**config.mk**
```make
export PLATFORM = sky130hd
export DESIGN_NAME = keypad_time_entry
export DESIGN_NICKNAME = d
export VERILOG_FILES = /design/src/rtl/decoder_pkg.sv /design/src/rtl/key_encoder_10to4.sv /design/src/rtl/keypad_time_entry.sv
export SDC_FILE = /design/constraint.sdc
export NUM_CORES = 1
export LEC_CHECK = 0
export BUFFER_PORTS_ARGS = -buffer_cell sky130_fd_sc_hd__buf_2
export CORE_MARGIN = 2
export CORE_UTILIZATION = 48
export CTS_CLUSTER_SIZE = 16
export DETAILED_ROUTE_END_ITERATION = 7
export PLACE_DENSITY = 0.73
export SLEW_MARGIN = 20
export SYNTH_ARGS = -nofsm -noshare
export SYNTH_HDL_FRONTEND = slang
export SYNTH_SLANG_ARGS = --single-unit
export TNS_END_PERCENT = 1
```
**constraint.sdc**
```tcl
create_clock -name clk -period 6.8 [get_ports clk]
set_clock_uncertainty 0.05 [all_clocks]
set_input_delay 1.36 -clock clk [delete_from_list [all_inputs] [get_ports clk]]
set_output_delay 1.36 -clock clk [all_outputs]
set_load 0.1 [all_outputs]
```
**src/rtl/decoder_pkg.sv**
```systemverilog
// Shared definitions for the keypad decoder path: FSM encoding, digit geometry
// and the seconds-tens limit used for time validation.
package decoder_pkg;

  typedef enum logic [1:0] {
    IDLE         = 2'd0,
    CAPTURE      = 2'd1,
    WAIT_RELEASE = 2'd2,
    REARM        = 2'd3
  } state_t;

  localparam int NUM_KEYS   = 10;
  localparam int NUM_DIGITS = 4;
  localparam int DIGIT_W    = 4;
  localparam int BCD_W      = NUM_DIGITS * DIGIT_W;
  localparam int COUNT_W    = 3;

  localparam logic [DIGIT_W-1:0] MAX_SEC_TENS = 4'd5;

endpackage

```
**src/rtl/key_encoder_10to4.sv**
```systemverilog
// Combinational 10-line one-hot to BCD encoder; o_onehot_ok flags exactly one
// pressed key, otherwise o_code is meaningless.
module key_encoder_10to4
  import decoder_pkg::*;
(
  input  logic [NUM_KEYS-1:0] i_keys,
  output logic [DIGIT_W-1:0]  o_code,
  output logic                o_onehot_ok
);

  logic [3:0] w_hits;

  always_comb begin
    // NOTE: every combinational output gets a default first so no path leaves
    // it unassigned, which would otherwise infer a latch.
    o_code = '0;
    w_hits = '0;
    for (int i = 0; i < NUM_KEYS; i++) begin
      if (i_keys[i]) begin
        o_code = DIGIT_W'(i);
        w_hits = w_hits + 4'd1;
      end
    end
    o_onehot_ok = (w_hits == 4'd1);
  end

endmodule

```
**src/rtl/keypad_time_entry.sv**
```systemverilog
// Captures debounced keypad digits into an MM:SS BCD shift buffer and re-arms
// the debouncer with a one-cycle loadn pulse once all keys have been released.
module keypad_time_entry
  import decoder_pkg::*;
#(
  parameter int RELEASE_CYCLES = 4,
  parameter int REL_W          = 3
)
(
  input  logic                clk,
  input  logic                rst,
  input  logic [NUM_KEYS-1:0] keypad,
  input  logic                debounced,
  input  logic                load_en,
  input  logic                clear,
  output logic                loadn,
  output logic [BCD_W-1:0]    bcd_time,
  output logic [COUNT_W-1:0]  digit_count,
  output logic                key_strobe,
  output logic                key_error,
  output logic                time_valid
);

  state_t               r_state;
  state_t               w_state_next;
  logic [REL_W-1:0]     r_rel_cnt;
  logic [REL_W-1:0]     w_rel_cnt_next;
  logic [BCD_W-1:0]     r_bcd_time;
  logic [BCD_W-1:0]     w_bcd_next;
  logic [COUNT_W-1:0]   r_digit_count;
  logic [COUNT_W-1:0]   w_count_next;
  logic                 r_loadn;
  logic                 r_key_strobe;
  logic                 r_key_error;
  logic                 r_time_valid;
  logic                 w_strobe_next;
  logic                 w_error_next;
  logic                 w_accept;
  logic                 w_loadn_next;
  logic                 w_valid_next;
  logic [DIGIT_W-1:0]   w_code;
  logic                 w_onehot_ok;

  key_encoder_10to4 u_encoder (
    .i_keys      (keypad),
    .o_code      (w_code),
    .o_onehot_ok (w_onehot_ok)
  );

  always_comb begin
    w_state_next   = r_state;
    w_rel_cnt_next = '0;
    w_accept       = 1'b0;
    w_error_next   = 1'b0;

    case (r_state)
      IDLE: begin
        if (debounced) w_state_next = CAPTURE;
      end
      CAPTURE: begin
        w_state_next = WAIT_RELEASE;
        if (!w_onehot_ok)
          w_error_next = 1'b1;
        else if (load_en && (r_digit_count < COUNT_W'(NUM_DIGITS)))
          w_accept = 1'b1;
      end
      WAIT_RELEASE: begin
        // The counter is compared after it has been registered, so loadn
        // lands RELEASE_CYCLES+1 cycles after the first released cycle.
        if (r_rel_cnt == REL_W'(RELEASE_CYCLES))
          w_state_next = REARM;
        else if (keypad == '0)
          w_rel_cnt_next = r_rel_cnt + 1'b1;
      end
      REARM: begin
        w_state_next = IDLE;
      end
      default: begin
        w_state_next = IDLE;
      end
    endcase
  end

  always_comb begin
    w_bcd_next    = r_bcd_time;
    w_count_next  = r_digit_count;
    w_strobe_next = 1'b0;

    if (w_accept) begin
      w_bcd_next    = {r_bcd_time[BCD_W-DIGIT_W-1:0], w_code};
      w_count_next  = r_digit_count + 1'b1;
      w_strobe_next = 1'b1;
    end

    // Clear overrides a coincident accept, including its strobe.
    if (clear) begin
      w_bcd_next    = '0;
      w_count_next  = '0;
      w_strobe_next = 1'b0;
    end

    w_valid_next = (w_count_next != '0) &&
                   (w_bcd_next[2*DIGIT_W-1:DIGIT_W] <= MAX_SEC_TENS);
    w_loadn_next = (w_state_next == REARM);
  end

  always_ff @(posedge clk) begin
    // NOTE: sequential state uses non-blocking assignments so every register
    // samples the pre-edge values regardless of statement order.
    if (rst) begin
      r_state       <= IDLE;
      r_rel_cnt     <= '0;
      r_bcd_time    <= '0;
      r_digit_count <= '0;
      r_loadn       <= 1'b0;
      r_key_strobe  <= 1'b0;
      r_key_error   <= 1'b0;
      r_time_valid  <= 1'b0;
    end else begin
      r_state       <= w_state_next;
      r_rel_cnt     <= w_rel_cnt_next;
      r_bcd_time    <= w_bcd_next;
      r_digit_count <= w_count_next;
      r_loadn       <= w_loadn_next;
      r_key_strobe  <= w_strobe_next;
      r_key_error   <= w_error_next;
      r_time_valid  <= w_valid_next;
    end
  end

  assign loadn       = r_loadn;
  assign bcd_time    = r_bcd_time;
  assign digit_count = r_digit_count;
  assign key_strobe  = r_key_strobe;
  assign key_error   = r_key_error;
  assign time_valid  = r_time_valid;

endmodule

```
**Word level (Yosys, flattened, before mapping)**

Index checks and enable logic that the tools add are counted.

- Register bits after elaboration: 28
- Output and inout port bits: 23
- Word-level logic and storage cells: 70

- Add/subtract/negate cells: 11
- $lt $le $gt $ge: 2
- Equal/unequal tests: 6
- Mux-type cells: 31
- Bitwise gates (word level): 3
- Reduce and logical (&&, ||, !) cells: 8

Operators by type and width:

| operator | count |
|---|---|
| 2-to-1 mux 4 bit | 11 |
| adder 4 x 1 -> 4 bit (second input constant) | 8 |
| 2-to-1 mux 3 bit | 6 |
| 2-to-1 mux 8 bit | 2 |
| zero test 10 bit | 1 |
| 2-to-1 mux 2 bit | 4 |
| case mux 2 bit (4 select lines) | 1 |
| 2-to-1 mux 1 bit | 7 |
| adder 3 x 1 -> 3 bit (second input constant) | 2 |
| equality test 2 bit (second input constant) | 3 |
| equality test 4 x 1 -> 1 bit (second input constant) | 1 |
| <= comparator 4 x 3 -> 1 bit (second input constant) | 1 |
| OR reduction 2 bit | 2 |
| OR reduction 4 bit | 1 |
| equality test 3 bit (second input constant) | 1 |
| less-than comparator 3 bit (second input constant) | 1 |
| inverter 1 bit | 3 |
| nonzero test 3 bit | 1 |
| adder 1 x 1 -> 2 bit (second input constant) | 1 |
| equality test 2 x 1 -> 1 bit (second input constant) | 1 |
| logical AND 1 bit | 2 |
| zero test 2 bit | 1 |

**Logic depth before layout (Yosys ltp)**

- Depth in word-level cells: 26
- Mapped depth: 32
- Depth with buffers taken out: 31

**Cells and area by module**

Synthesis repeated with hierarchy kept, for this count alone.

- Cell total of the unflattened synthesis: 225
- Area total of the unflattened synthesis: 1883.1 um^2

Modules (own cells, without submodules):

| module | times used | cells an instance | area each (um^2) |
|---|---|---|---|
| keypad_time_entry | 1 | 126 | 1132.3 |
| key_encoder_10to4 | 1 | 99 | 750.7 |

**Worst setup path before layout**

OpenSTA, ideal clock, no wires.

- Path type: input to register
- From: input port keypad[0]
- To: register r_bcd_time[11] (netlist: bcd_time[11])
- Data arrival time: 6.932 ns
- Required time: 6.677 ns
- Slack: -0.256 ns
- Stages on the path: 30
- Cells stage by stage: inv_1 -> ha_1 -> xnor2_1 -> inv_1 -> ha_1 -> nand2_1 -> o31ai_1 -> ha_1 -> mux2_2 -> ha_1 -> nand2_1 -> o41ai_2 -> or2_2 -> ha_1 -> or2b_2 -> o31ai_1 -> inv_1 -> ha_1 -> nand2_1 -> o21ai_0 -> ha_1 -> nand2b_1 -> o21a_1 -> ha_1 -> o221a_2 -> a41oi_1 -> nand4b_1 -> a21oi_2 -> buf_6 -> mux2i_1

- Longest elaborated chain between the ends: 22

RTL lines:

| what | RTL line | source |
|---|---|---|
| from (decl) | keypad_time_entry.sv:12 | `input logic [NUM_KEYS-1:0] keypad,` |
| 2-to-1 mux 1 bit (*) | key_encoder_10to4.sv:19 | `if (i_keys[i]) begin` |
| adder 1 x 1 -> 2 bit | key_encoder_10to4.sv:21 | `w_hits = w_hits + 4'd1;` |
| 2-to-1 mux 4 bit (*) | key_encoder_10to4.sv:19 |  |
| adder 4 x 1 -> 4 bit | key_encoder_10to4.sv:21 |  |
| 2-to-1 mux 4 bit (*) | key_encoder_10to4.sv:19 |  |
| adder 4 x 1 -> 4 bit | key_encoder_10to4.sv:21 |  |
| 2-to-1 mux 4 bit (*) | key_encoder_10to4.sv:19 |  |
| adder 4 x 1 -> 4 bit | key_encoder_10to4.sv:21 |  |
| [6 not listed] | n/a |  |
| 2-to-1 mux 4 bit (*) | key_encoder_10to4.sv:19 |  |
| adder 4 x 1 -> 4 bit | key_encoder_10to4.sv:21 |  |
| 2-to-1 mux 4 bit (*) | key_encoder_10to4.sv:19 |  |
| adder 4 x 1 -> 4 bit | key_encoder_10to4.sv:21 |  |
| 2-to-1 mux 4 bit (*) | key_encoder_10to4.sv:19 |  |
| equality test 4 x 1 -> 1 bit (*) | key_encoder_10to4.sv:24 | `o_onehot_ok = (w_hits == 4'd1);` |
| 2-to-1 mux 1 bit (*) | keypad_time_entry.sv:62 | `if (!w_onehot_ok)` |
| 2-to-1 mux 1 bit (*) | keypad_time_entry.sv:56 | `case (r_state)` |
| to (signal assigned) | keypad_time_entry.sv:122 | `r_bcd_time <= w_bcd_next;` |
| to (decl) | keypad_time_entry.sv:28 | `logic [BCD_W-1:0] r_bcd_time;` |

Mark *: on every way between the ends. The rest lies on a longest branch, timed or not.
A chain may end at the register's enable or synchronous reset.

**Final worst setup path**

- From: input port keypad[0]
- To: register r_digit_count[0] (netlist: digit_count[0])

- Longest elaborated chain between the ends: 24

RTL lines:

| what | RTL line | source |
|---|---|---|
| 2-to-1 mux 1 bit (*) | key_encoder_10to4.sv:19 |  |
| adder 1 x 1 -> 2 bit | key_encoder_10to4.sv:21 |  |
| 2-to-1 mux 4 bit (*) | key_encoder_10to4.sv:19 |  |
| adder 4 x 1 -> 4 bit | key_encoder_10to4.sv:21 |  |
| 2-to-1 mux 4 bit (*) | key_encoder_10to4.sv:19 |  |
| adder 4 x 1 -> 4 bit | key_encoder_10to4.sv:21 |  |
| 2-to-1 mux 4 bit (*) | key_encoder_10to4.sv:19 |  |
| adder 4 x 1 -> 4 bit | key_encoder_10to4.sv:21 |  |
| [8 not listed] | n/a |  |
| 2-to-1 mux 4 bit (*) | key_encoder_10to4.sv:19 |  |
| adder 4 x 1 -> 4 bit | key_encoder_10to4.sv:21 |  |
| 2-to-1 mux 4 bit (*) | key_encoder_10to4.sv:19 |  |
| equality test 4 x 1 -> 1 bit (*) | key_encoder_10to4.sv:24 |  |
| 2-to-1 mux 1 bit (*) | keypad_time_entry.sv:62 |  |
| 2-to-1 mux 1 bit (*) | keypad_time_entry.sv:56 |  |
| 2-to-1 mux 3 bit (*) | keypad_time_entry.sv:89 | `if (w_accept) begin` |
| 2-to-1 mux 3 bit (*) | keypad_time_entry.sv:96 | `if (clear) begin` |
| to (signal assigned) | keypad_time_entry.sv:123 | `r_digit_count <= w_count_next;` |
| to (decl) | keypad_time_entry.sv:30 | `logic [COUNT_W-1:0] r_digit_count;` |

Marked as above.

==> impl_metrics.py <==
metrics = {
    "run_status": {
        "status": "complete, no violations",
    },
    "cells_and_area": {
        "fillCellCount": 350,
        "multi_input_comb_area_sq_um": 1620,
        "nets": 330,
        "antenna_cells": 0,
        "final_layout_size_suffix_gt1_share_pct": 35.9,
        "final_util_pct": 65.8,
        "final-seq-area_sq_um": 561,
        "final_cells": 350,
        "area_growth_pct": 34.0,
    },
    "logic_synthesis": {
        "ys.flop_type": "dfxtp_1",
        "yosysTopAreaCell": "dfxtp_1",
        "synth_top_area_share_pct": 26.6,
        "synth_area_leaders": "dfxtp_1 27%, mux2i_1 10%, ha_1 9.5%, nand2_1 6.2%, xnor2_1 3.7%",
        "synth_cells": 244,
        "yosys_register_bits": 28,
        "synth.yosys.seq_area_share_pct": 26.6,
        "synth_area_sq_um": 2110,
        "synth_edf_count": 0,
        "async_flop_share_pct": 0,
        "ys_top_cells_by_count": "35 x nand2_1, 28 x dfxtp_1, 22 x mux2i_1",
        "avgSynthCellArea_sq_um": 8.64,
        "syn-num-nets": 275,
        "yosysWarningCount": 0,
        "synthMostInstantiatedCell": "nand2_1",
        "ys_types": 57,
    },
    "global_routing": {
        "antenna_found_initial": 0,
        "grt_first_pass_wirelength_mm": 7.23,
        "grt_overflow": 0,
        "grt_pass1_vias": 1702,
        "grt_max_degree": 30,
        "grt_use_total_pct": 17.6,
    },
    "job": {
        "maxCapViolations": 0,
    },
    "worst_setup_path": {
        "arrival_ns": 6.83,
        "path_class": "input port to flip-flop",
        "reg2reg_slack_ns": 5.17,
        "cp-end-kind": "flip-flop",
        "slowest_delay_ns": 0.31,
        "crit_path_top_delay_cell": "ha_1",
        "cpMostUsedCell": "ha_4",
        "crit_path_start_kind": "input port",
        "cp.required_ns": 6.96,
        "worstPathMaxFanout": 5,
    },
    "sta": {
        "max-slew-margin-rel_pct": 57.7,
        "post-route-period-util_pct": 98.1,
        "hold_viol": 0,
        "setup_violations": 0,
        "hold_ws_ns": 0.412,
        "fmax_mhz": 150,
        "fin_crit_ns": 6.67,
        "maxSlewViolCount": 0,
        "worst_pin_slew_ns": 0.630,
    },
    "floorplan": {
        "core_area_sq_um": 4290,
        "rows": 24,
        "ios": 38,
        "dieWidth_um": 70.3,
        "start_util_pct": 49.1,
        "die_area_sq_um": 4940,
        "die_h_um": 70.3,
    },
    "clock_tree": {
        "clk_path_buf_depth": 2,
        "cts-root-buf": "clkbuf_8",
        "cts.htree.levels": 1,
        "cts_tree": "built",
        "clock_sinks": 28,
        "clkLatencyLatePin_ns": 0.28,
        "cts_made_buffers": 3,
        "clkTransAtPathRegs_ns": 0.10,
    },
    "routing": {
        "wire_per_inst_um": 14.1,
        "drc": 0,
        "first_pass_iters": 4,
        "drtIter0Drc": 93,
        "wirelength_mm": 4.95,
        "vias": 1972,
        "avgViaCountPerCell": 5.63,
        "antenna_left": 0,
    },
    "worst_hold_path": {
        "hp-class": "flip-flop to flip-flop",
    },
    "placed_design": {
        "place.gp.congestion": 0.827,
        "dp.cells": 340,
        "io_buffers": 37,
        "hpwl_mm": 3.36,
    },
    "power_and_ir_drop": {
        "peakVddDrop_uv": 127,
        "clkPwrFrac_pct": 18.5,
        "seqPwrFrac_pct": 23.8,
        "internal-power_uw": 455,
        "comb_power_share_pct": 57.7,
        "cellPowerDensity_nw_per_um2": 251,
        "power.switching_uw": 253,
        "leakagePower_uw": 0.00120,
        "sw_frac_of_total_pct": 35.7,
    },
}
worst max-delay path, delay by kind of cell:
family                     cells  cell delay [ns]
xor gates and xnor gates       1             0.18
and+or+nand+nor                9             1.22
adders and majority gates      8             1.96
buffers and inverters          5             0.51
AOI/OAI and AO/OA              7             0.98
muxes                          3             0.61
cells in the final DEF, fill, tap and decap left out, drive strengths merged, types with 9 or more instances in the layout:
master  count
inv        16
a21oi      10
nand2      35
o21ai       9
nor2       20
xnor2      10
dfxtp      28
mux2i      22
buf        61
ha         16
layout make-up:
type / instances / share of cell area [%]
clock buffers: 3 / 1.46
repair buffers: 63 / 15.7
flip-flops and latches: 28 / 19.8
clock inverters: 1 / 1.06
inverters: 16 / 2.22
multi-input cells: 187 / 57.4
well taps: 52 / 2.30
registers in the layout (all words and copies together), names as in the netlist:
signal	count
r_state	2
loadn	1
key_strobe	1
r_rel_cnt	3
time_valid	1
digit_count	3
bcd_time	16
key_error	1
metrics by stage:
step	TNS, ns	power [uW]	setup slack (ns)	cell area (sq um)
floorplan	0	420	0.0243	2180
detailed placement	-5.76	509	-0.305	2510
global route	-0.369	753	-0.0518	2820
CTS	0	636	0.00346	2590
finish	0	708	0.130	2820
global placement	-1.62	498	-0.0984	2510
kinds of logic (layout without fill, tap and decap cells):
group | Yosys count | count (layout) | synth area share (%)
xor+xnor | 18 | 18 | 10.9
flops | 28 | 28 | 26.6
simple gates | 89 | 89 | 21.0
mux | 23 | 23 | 11.0
fa+ha+maj | 16 | 16 | 9.50
buf+inv | 29 | 83 | 6.71
compound gates | 41 | 41 | 14.4
routing by layer:
metal  up-vias  part of all wire, %  GRT usage, %
met4         0                  1.5          4.91
met2        58                   51          30.7
met1       944                   43          22.6
met5         -                    0             0
li1        963                    -             -
met3         7                  4.0          2.16
final timing paths:
path | end | from | cells past startpoint
worst min-delay path | bcd_time[13]$_SDFFE_PP0N_ | bcd_time[13]$_SDFFE_PP0N_ | 2
worst max-delay path | digit_count[0]$_SDFF_PP0_ | keypad[0] | 33
worst min register to register | bcd_time[13]$_SDFFE_PP0N_ | bcd_time[13]$_SDFFE_PP0N_ | 2
worst max register to register | digit_count[0]$_SDFF_PP0_ | r_state[1]$_SDFF_PP0_ | 6
power groups by stage:
stage	Combinational, uW	Sequential (uW)	Clock [uW]
after floorplan	236	184	0
after global placement	326	172	0
after detailed placement	337	172	0
after CTS	339	168	129
after global routing	447	169	137
final	409	168	131
what timing repair did:
item	4_1_cts	5_1_grt
hold buffers	0	0
endpoints found under the setup margin	19	21
resized for setup	0	29
cloned	0	3
buffers inserted	0	3
pin swaps	1	12
Power figures use the tool's default switching activity.
